## config.mk

```make
export PLATFORM = sky130hd
export DESIGN_NAME = ofmap_writer
export DESIGN_NICKNAME = d
export VERILOG_FILES = /design/src/rtl/ofmap_writer_pkg.sv /design/src/rtl/ofmap_writer_relu.sv /design/src/rtl/ofmap_writer.sv
export SDC_FILE = /design/constraint.sdc
export NUM_CORES = 1
export LEC_CHECK = 0
export BUFFER_PORTS_ARGS = -buffer_cell sky130_fd_sc_hd__buf_2
export CAP_MARGIN = 20
export CORE_MARGIN = 3
export CORE_UTILIZATION = 31
export CTS_BUF_LIST = sky130_fd_sc_hd__clkbuf_16
export DETAILED_ROUTE_END_ITERATION = 10
export MAX_ROUTING_LAYER = met4
export PLACE_DENSITY = 0.54
export SLEW_MARGIN = 20
export SYNTH_ARGS = -nofsm -noshare
export SYNTH_HDL_FRONTEND = slang
export SYNTH_SLANG_ARGS = --single-unit
export TNS_END_PERCENT = 5
```

## constraint.sdc

```tcl
create_clock -name clk -period 28.9 [get_ports clk]
set_input_delay 5.78 -clock clk [delete_from_list [all_inputs] [get_ports clk]]
set_output_delay 5.78 -clock clk [all_outputs]
set_load 0.005 [all_outputs]
```

## src/rtl/ofmap_writer_pkg.sv

```systemverilog
// Shared widths, state encoding and the filter-count clamp for the ofmap writer.
package ofmap_writer_pkg;

  localparam int DATA_W = 16;
  localparam int ADDR_W = 16;
  localparam int MAX_P  = 24;
  localparam int IDX_W  = 5;

  typedef enum logic [1:0] {
    IDLE  = 2'd0,
    DRAIN = 2'd1,
    FIN   = 2'd2
  } state_t;

  // A requested count above MAX_P is treated as MAX_P.
  function automatic logic [IDX_W-1:0] clamp_p(input logic [IDX_W-1:0] p_in);
    return (p_in > IDX_W'(MAX_P)) ? IDX_W'(MAX_P) : p_in;
  endfunction

endpackage

```

## src/rtl/ofmap_writer_relu.sv

```systemverilog
// Optional ReLU on one 16-bit signed filter result.
module relu16 (
  input  logic        relu_en_i,
  input  logic [15:0] data_i,
  output logic [15:0] data_o
);

  // Negative values (bit 15 set) are forced to zero when ReLU is enabled.
  always_comb begin
    data_o = data_i;
    if (relu_en_i && data_i[15]) data_o = '0;
  end

endmodule

```

## src/rtl/ofmap_writer.sv

```systemverilog
// Captures a bank of parallel filter results and writes them one word per
// handshake to output memory, filter 0 first, at base + idx*stride.
//
// Write port handshake: wr_valid/wr_addr/wr_data are registered. A word is
// transferred on a rising edge where wr_valid=1 and wr_ready=1. While
// wr_valid=1 and wr_ready=0 the address and data do not change, and
// wr_valid never drops before its word has been accepted.
module ofmap_writer #(
  parameter int DATA_W = ofmap_writer_pkg::DATA_W,
  parameter int ADDR_W = ofmap_writer_pkg::ADDR_W,
  parameter int MAX_P  = ofmap_writer_pkg::MAX_P
) (
  input  logic                     clk,
  input  logic                     rst_n,
  input  logic                     load,
  input  logic [4:0]               p,
  input  logic [DATA_W-1:0]        q0,
  input  logic [DATA_W-1:0]        q1,
  input  logic [DATA_W-1:0]        q2,
  input  logic [DATA_W-1:0]        q3,
  input  logic [DATA_W-1:0]        q4,
  input  logic [DATA_W-1:0]        q5,
  input  logic [DATA_W-1:0]        q6,
  input  logic [DATA_W-1:0]        q7,
  input  logic [DATA_W-1:0]        q8,
  input  logic [DATA_W-1:0]        q9,
  input  logic [DATA_W-1:0]        q10,
  input  logic [DATA_W-1:0]        q11,
  input  logic [DATA_W-1:0]        q12,
  input  logic [DATA_W-1:0]        q13,
  input  logic [DATA_W-1:0]        q14,
  input  logic [DATA_W-1:0]        q15,
  input  logic [DATA_W-1:0]        q16,
  input  logic [DATA_W-1:0]        q17,
  input  logic [DATA_W-1:0]        q18,
  input  logic [DATA_W-1:0]        q19,
  input  logic [DATA_W-1:0]        q20,
  input  logic [DATA_W-1:0]        q21,
  input  logic [DATA_W-1:0]        q22,
  input  logic [DATA_W-1:0]        q23,
  input  logic [ADDR_W-1:0]        base_addr,
  input  logic [ADDR_W-1:0]        addr_stride,
  input  logic                     relu_en,
  input  logic                     wr_ready,
  output logic                     wr_valid,
  output logic [ADDR_W-1:0]        wr_addr,
  output logic [DATA_W-1:0]        wr_data,
  output logic                     busy,
  output logic                     done,
  output logic                     load_err,
  output ofmap_writer_pkg::state_t dbg_state_o
);

  import ofmap_writer_pkg::state_t;
  import ofmap_writer_pkg::IDLE;
  import ofmap_writer_pkg::DRAIN;
  import ofmap_writer_pkg::FIN;
  import ofmap_writer_pkg::IDX_W;
  import ofmap_writer_pkg::clamp_p;

  state_t              state_q;
  logic [IDX_W-1:0]    idx_q;
  logic [IDX_W-1:0]    p_q;
  logic [ADDR_W-1:0]   base_q;
  logic [ADDR_W-1:0]   stride_q;
  logic                relu_q;
  logic [DATA_W-1:0]   cap_q [MAX_P];
  logic                wr_valid_q;
  logic [ADDR_W-1:0]   wr_addr_q;
  logic [DATA_W-1:0]   wr_data_q;
  logic                busy_q;
  logic                done_q;
  logic                load_err_q;

  logic [DATA_W-1:0]   q_in [MAX_P];
  logic [IDX_W-1:0]    p_clamped;
  logic [IDX_W-1:0]    idx_d;
  logic [IDX_W-1:0]    rd_idx;
  logic [DATA_W-1:0]   relu_in;
  logic                relu_en_sel;
  logic [DATA_W-1:0]   relu_out;
  logic [ADDR_W-1:0]   wr_addr_d;

  assign q_in[0]  = q0;
  assign q_in[1]  = q1;
  assign q_in[2]  = q2;
  assign q_in[3]  = q3;
  assign q_in[4]  = q4;
  assign q_in[5]  = q5;
  assign q_in[6]  = q6;
  assign q_in[7]  = q7;
  assign q_in[8]  = q8;
  assign q_in[9]  = q9;
  assign q_in[10] = q10;
  assign q_in[11] = q11;
  assign q_in[12] = q12;
  assign q_in[13] = q13;
  assign q_in[14] = q14;
  assign q_in[15] = q15;
  assign q_in[16] = q16;
  assign q_in[17] = q17;
  assign q_in[18] = q18;
  assign q_in[19] = q19;
  assign q_in[20] = q20;
  assign q_in[21] = q21;
  assign q_in[22] = q22;
  assign q_in[23] = q23;

  // Select the result that becomes the next wr_data: filter 0 from the live
  // inputs on a load, otherwise filter idx+1 from the captured bank.
  // Filter f lives at q[p-1-f] because q0 is the newest shifted value.
  always_comb begin
    p_clamped   = clamp_p(p);
    idx_d       = idx_q + 5'd1;
    rd_idx      = '0;
    relu_in     = '0;
    relu_en_sel = relu_q;
    if (state_q == IDLE) begin
      rd_idx      = p_clamped - 5'd1;
      relu_en_sel = relu_en;
      if (rd_idx < IDX_W'(MAX_P)) relu_in = q_in[rd_idx];
    end else begin
      rd_idx = p_q - idx_q - 5'd2;
      if (rd_idx < IDX_W'(MAX_P)) relu_in = cap_q[rd_idx];
    end
    wr_addr_d = base_q + ({{(ADDR_W-IDX_W){1'b0}}, idx_d} * stride_q);
  end

  relu16 u_relu (
    .relu_en_i (relu_en_sel),
    .data_i    (relu_in),
    .data_o    (relu_out)
  );

  // Control FSM with capture bank and registered write-port outputs.
  always_ff @(posedge clk) begin
    if (!rst_n) begin
      state_q    <= IDLE;
      idx_q      <= '0;
      p_q        <= '0;
      base_q     <= '0;
      stride_q   <= '0;
      relu_q     <= 1'b0;
      for (int i = 0; i < MAX_P; i++) cap_q[i] <= '0;
      wr_valid_q <= 1'b0;
      wr_addr_q  <= '0;
      wr_data_q  <= '0;
      busy_q     <= 1'b0;
      done_q     <= 1'b0;
      load_err_q <= 1'b0;
    end else begin
      done_q     <= 1'b0;
      load_err_q <= 1'b0;
      unique case (state_q)
        IDLE: begin
          if (load) begin
            for (int i = 0; i < MAX_P; i++) cap_q[i] <= q_in[i];
            p_q      <= p_clamped;
            base_q   <= base_addr;
            stride_q <= addr_stride;
            relu_q   <= relu_en;
            idx_q    <= '0;
            busy_q   <= 1'b1;
            if (p_clamped == '0) begin
              // Nothing to write: go straight to the completion cycle.
              state_q <= FIN;
              done_q  <= 1'b1;
            end else begin
              state_q    <= DRAIN;
              wr_valid_q <= 1'b1;
              wr_addr_q  <= base_addr;
              wr_data_q  <= relu_out;
            end
          end
        end
        DRAIN: begin
          if (load) load_err_q <= 1'b1;
          if (wr_ready) begin
            if (idx_q == p_q - 5'd1) begin
              state_q    <= FIN;
              wr_valid_q <= 1'b0;
              done_q     <= 1'b1;
            end else begin
              idx_q     <= idx_d;
              wr_addr_q <= wr_addr_d;
              wr_data_q <= relu_out;
            end
          end
        end
        FIN: begin
          if (load) load_err_q <= 1'b1;
          state_q <= IDLE;
          busy_q  <= 1'b0;
        end
        default: begin
          state_q    <= IDLE;
          wr_valid_q <= 1'b0;
          busy_q     <= 1'b0;
        end
      endcase
    end
  end

  assign wr_valid    = wr_valid_q;
  assign wr_addr     = wr_addr_q;
  assign wr_data     = wr_data_q;
  assign busy        = busy_q;
  assign done        = done_q;
  assign load_err    = load_err_q;
  assign dbg_state_o = state_q;

endmodule

```

**After elaboration in Yosys (flattened, before gate mapping)**

Memories as Yosys holds them, arrays and structs flattened.
Cells that the tools add are included.

- Output and inout bits: 38
- Bits in registers: 81
- Input port bits: 426
- RAM bits: 384
- Memories kept: 1
- Word-level logic and storage cells: 140

Memories:

| memory | depth | bits a word | rd ports | clocked after Yosys merged registers in | write ports | line | text |
|---|---|---|---|---|---|---|---|
| cap_q | 24 | 16 | 1 | 0 | 24 | ofmap_writer.sv:67 | `logic [DATA_W-1:0] cap_q [MAX_P];` |

- $mul: 1
- Add/sub/neg operators: 6
- Bitwise gates (word level): 27
- Reduce and logical (&&, ||, !) cells: 12
- Equality and inequality tests: 8
- Muxes and demuxes: 69
- $lt $le $gt $ge: 4

Operators by type and width:

| operator | count |
|---|---|
| $mux W16 | 38 |
| $bmux W16 S5 | 1 |
| $pmux W16 S2 | 2 |
| $or A1 B1 Y1 | 24 |
| $mux W5 | 4 |
| $add A16 B16 Y16 | 1 |
| $mul A5 B16 Y16 | 1 |
| $mux W1 | 15 |
| $lt A5 B5 Y1 const B | 2 |
| $ne A2 B2 Y1 const B | 5 |
| $pmux W5 S2 | 1 |
| $reduce_and A5 Y1 | 2 |
| $sub A5 B1 Y5 const B | 2 |
| $mux W2 | 4 |
| $ge A6 B6 Y1 const B | 1 |
| $not A5 Y6 | 1 |
| $reduce_and A2 Y1 | 3 |
| $add A5 B1 Y5 const B | 1 |
| $eq A5 B5 Y1 | 1 |
| $gt A5 B5 Y1 const B | 1 |
| $logic_not A5 Y1 | 1 |
| $sub A5 B2 Y5 const B | 1 |
| $sub A5 B5 Y5 | 1 |
| $pmux W1 S2 | 2 |
| other kinds (11) | 12 |

**Longest topological paths before layout**

- Depth in word-level cells: 14
- Depth in mapped cells: 19
- Gate-level depth less buffers: 18

**Cells and area by module**

A second synthesis with hierarchy kept.

- Cells, all modules: 1,952
- Area total of the unflattened synthesis: 26,477.9 um^2

Modules (own cells, without submodules):

| module | seq. area each (um^2) | cells an instance | area an instance (um^2) | instances |
|---|---|---|---|---|
| ofmap_writer | 13,152.6 | 1,934 | 26,296.5 | 1 |
| relu16 | 0.0 | 18 | 181.4 | 1 |

**Worst setup path after synthesis**

Ideal clock, no wire load.

- Kind: input -> register
- Start: input rst_n
- End: memory cap_q[0][0] (enable)
- Stages: 4
- Data arrival time: 12.820 ns
- Setup slack: 13.289 ns
- Required time: 26.109 ns
- Path buffers: 3
- Library setup time: 2.791 ns
- Cell sequence: clkbuf_1 clkbuf_1 clkbuf_1 nand2_1

RTL lines:

| item | line | text |
|---|---|---|
| start: declaration | ofmap_writer.sv:14 | `input logic rst_n,` |
| end: declaration | ofmap_writer.sv:67 |  |

**Worst setup path after layout**

- Start: input p[4]
- End: register wr_data_q[9] (netlist: wr_data[9])

- Longest elaborated chain between the ends: 14
- Elaborated cells on any way between the ends: 20
- Those cells by class: add/sub (1); order compare (2); eq/ne (1); mux (12); bitwise (1); reduce/logical (3)

Ends and longest elaborated chain:

| item | line | text |
|---|---|---|
| start: declaration | ofmap_writer.sv:16 | `input logic [4:0] p,` |
| $gt A5 B5 Y1 | ofmap_writer_pkg.sv:17 | `return (p_in > IDX_W'(MAX_P)) ? IDX_W'(MAX_P) : p_in;` |
| $mux W5 (*) | ofmap_writer_pkg.sv:17 |  |
| $sub A5 B1 Y5 | ofmap_writer.sv:119 | `rd_idx = p_clamped - 5'd1;` |
| $not A5 Y6 (implied by the code) | ofmap_writer.sv:121 | `if (rd_idx < IDX_W'(MAX_P)) relu_in = q_in[rd_idx];` |
| $bmux W16 S5 | ofmap_writer.sv:121 |  |
| $mux W16 (implied by the code) (2 in a row) | ofmap_writer.sv:121 |  |
| $mux W16 | ofmap_writer.sv:121 |  |
| $mux W16 | ofmap_writer.sv:118 | `if (state_q == IDLE) begin` |
| $logic_and A1 B1 Y1 | ofmap_writer_relu.sv:11 | `if (relu_en_i && data_i[15]) data_o = '0;` |
| $mux W16 | ofmap_writer_relu.sv:11 |  |
| $mux W16, on equally long branches | ofmap_writer.sv:179, ofmap_writer.sv:164 |  |
| $mux W16, on equally long branches | ofmap_writer.sv:178, ofmap_writer.sv:156 |  |
| $pmux W16 S2 | ofmap_writer.sv:154 | `unique case (state_q)` |
| end signal: assignment | ofmap_writer.sv:172 | `wr_data_q <= relu_out;` |
| end signal: assignment | ofmap_writer.sv:186 | `wr_data_q <= relu_out;` |
| end: declaration | ofmap_writer.sv:70 | `logic [DATA_W-1:0] wr_data_q;` |

Mark *: on every way between the ends. The rest lies on a longest branch, timed or not. The select of a mux whose other input is x is not followed.
A chain may end at the register's enable or synchronous reset.

==> key figures <==
Outcome
  • Status: completed

Worst setup path
  • Worst R2R Path Depth: 16
  • CP arrival: 10.03 ns
  • Critical Path Start Type: input pin
  • Worst setup EP type: flip-flop
  • Critical path type: input pin to flip-flop
  • WP buf/inv: 4
  • Critical Path Stages: 13
  • Family with the most delay on the worst path: buffers and inverters
  • Max stage delay cell, worst path: buf_4
  • Peak fanout along the critical path: 95
  • Worst Path Required: 29.37 ns
  • Worst path cell trace: buf_2, a21boi_4, buf_12, inv_2, ha_4, xor2_4, buf_4, mux4_2, nor2b_1, nor2_1, a22oi_1, o31a_1, o21ai_0
  • CP peak stage delay: 0.77 ns

Global route
  • Largest net degree at the start of global routing: 158
  • Initial antenna violation count: 36
  • Congestion Overflow GR: 0
  • First-pass GRT wire length: 127.0 mm
  • GR Util All Layers: 20.01%
  • Vias in the first global route: 19,020

Cells and area
  • Nets: 2,856
  • Fill count: 8,148
  • P&R area growth vs syn: 20.26%
  • Storage cell area: 0.01315 mm^2
  • Share of cells above drive strength 1: 33.39%
  • Commonest non-fill, non-tap cells in the layout: 462 x buf_2, 433 x and2_1, 384 x edfxtp_1, 204 x mux4_2, 147 x nand2_1
  • Most common library cell in the layout ignoring fill and taps: buf_2
  • Multi-input gate area: 0.01244 mm^2
  • Final cell count without fillers: 3,561

Route
  • Routed Antenna Nets: 0
  • Initial DRC Count: 1,176
  • Detailed-route DRC error count: 0
  • Routed length per instance: 24.53 um
  • Via Count: 17,740
  • Via density: 4.981
  • Iteration count of the initial detailed-routing pass: 5
  • DRT Wirelength: 87.35 mm

Synthesis
  • Yosys cell types: 62
  • Syn_nets: 2,451
  • Post-synth EDFFs: 384
  • Synthesized area per cell: 13.57 um^2
  • Ys async rst share: 0%
  • Sequential area share after synthesis: 49.90%
  • Ys Warns: 0
  • Synth Flop Type: edfxtp_1
  • FF+latch count, synth: 465
  • Cell count after synthesis: 1,943
  • Cell Area, Synth: 0.02636 mm^2

CTS
  • Clk slew on worst S/H paths: 0.06 ns
  • Worst skew pair latency: 0.67 ns
  • Clock Tree Buf Depth: 3
  • CTS Hold Buffers Added: 0
  • Setup repair bufs after CTS: 0
  • Total clock sinks: 465
  • CTS Buf Count: 57
  • CTS H-Tree Depth: 2
  • Root buf cell: clkbuf_16
  • Post-CTS Resized: 0
  • CTS tree: done

Die
  • Die Ht: 297.6 um
  • Area of the core: 0.08395 mm^2
  • Die ar.: 0.08857 mm^2
  • Initial Utilization: 31.40%
  • Die X: 297.6 um
  • I/O Pins: 464
  • Rows: 106

Place
  • Number of cells after detailed placement: 3,423
  • Routability cong.: 0.8939
  • Port bufs: 463
  • DP Worst Slack: 18.45 ns
  • DP HPWL: 64.22 mm

Timing
  • Part of the cycle the worst path needs: 33.07%
  • Final setup vio count: 0
  • Worst hold slack: 0.4482 ns
  • Clk_skew: 0.07737 ns
  • Minimum clock period: 9.558 ns
  • Slew HR: 26.77%
  • Final Hold Fails: 0
  • Total negative slack: 0 ns
  • Fin. max-slew vios: 0
  • Least-Margin Pin Slew: 1.098 ns
  • Post-route setup slack: 19.34 ns
  • F_max: 104.6 MHz
  • RSZ-0062 raised after global routing: false

Power and ir drop
  • Leak: 12.71 nW
  • PwrDens: 80.09 mW/mm^2
  • Peak supply drop: 0.07113 mV
  • Final Total Pwr: 2.539 mW

Hold path
  • Hold crit path type: flip-flop to flip-flop
  • WHS Path Cells: 2

Run
  • Max-Cap Viols: 0
==> report_power, final <==
part           leakage [nW]  switching (mW)  internal (mW)
Sequential             4.79          0.0532          0.927
Combinational          6.96           0.490          0.362
Clock                 0.961           0.304          0.403
Total                  12.7           0.847           1.69
==> final cells by class <==
type	instances	share of cell area, %
flip-flops and latches	465	41.49
well taps	1134	4.476
repair buffers	485	7.929
diodes	31	0.2447
clock buffers	58	4.578
inverters	62	0.7341
multi-input cells	1277	39.23
clock inverters	49	1.318
==> sequential cells by signal, indices dropped and copies added (netlist names) <==
name,cells
p_q,5
done,1
relu_q,1
wr_data,16
dbg_state_o,2
wr_addr,16
base_q,16
idx_q,5
wr_valid,1
cap_q,384
load_err,1
stride_q,16
busy,1
==> stage by stage <==
| stage | instance area [um^2] | utilization [%] |
|---|---|---|
| after detailed placement | 29750 | 35.44 |
| after CTS | 31620 | 37.66 |
| after global placement | 29740 | 35.43 |
| after global routing | 31690 | 37.74 |
| after floorplan | 26360 | - |
| final | 31700 | 37.76 |
==> cells by family (layout without fill, tap and decap cells) <==
family          Yosys count  after routing  share of synthesized area, %
compound gates          216            216                         5.715
xor+xnor                 35             35                         1.263
fa+ha+maj                82             82                         5.316
buf+inv                 201            654                         3.308
flops                   465            465                         49.90
mux                     283            283                         20.43
other cells               0             31                             0
simple gates            661            661                         14.07
==> worst min-delay path, cell delays in order, from the launching register on <==
cell	delay, ns
dfxtp_1	0.31
nand2_1	0.05
o21ai_1	0.05
==> final timing paths <==
| path | startpoint | to | slack (ns) |
|---|---|---|---|
| max | p[4] | wr_data[9] | 19.34 |
| max reg2reg | idx_q[1] | wr_addr[14] | 23.65 |
| min | wr_data[11] | wr_data[11] | 0.45 |
| min reg2reg | wr_data[11] | wr_data[11] | 0.45 |
==> metal layers <==
| metal | track usage (%) | up-vias | share of wire [%] |
|---|---|---|---|
| met5 | - | - | 0 |
| met4 | 5.412 | 0 | 2.8 |
| met3 | 5.663 | 117 | 8.5 |
| met2 | 35.16 | 583 | 52 |
| met1 | 22.24 | 9013 | 37 |
| li1 | - | 8023 | - |
==> Yosys cell counts (all sizes together) (2+ instances only) <==
library cell	number	area (um^2)
nand2	148	555.5
a21o	6	45.04
o211a	8	80.08
clkbuf	98	367.9
and3	2	12.51
nand3	8	40.04
inv	62	232.7
nor2	16	62.56
xnor2	29	261.5
mux2i	78	780.8
o21bai	4	30.03
a31oi	3	33.78
nand2b	6	37.54
o31ai	15	112.6
nor3	13	65.06
a211o	3	26.28
and2	435	2724
o21a	2	15.01
a21oi	27	138.9
xor2	6	71.32
a211oi	6	45.04
o21ai	51	255.2
nand3b	2	15.01
ha	32	400.4
or2	2	12.51
o31a	2	17.52
o221ai	3	26.28
dfxtp	81	1622
a21boi	42	341.6
edfxtp	384	11530
mux4	204	4594
buf	41	271.5
a22oi	6	58.81
nor3b	2	15.01
fa	50	1001
nor2b	26	162.7
o22ai	29	181.4
(Power assumes the default switching activity.)
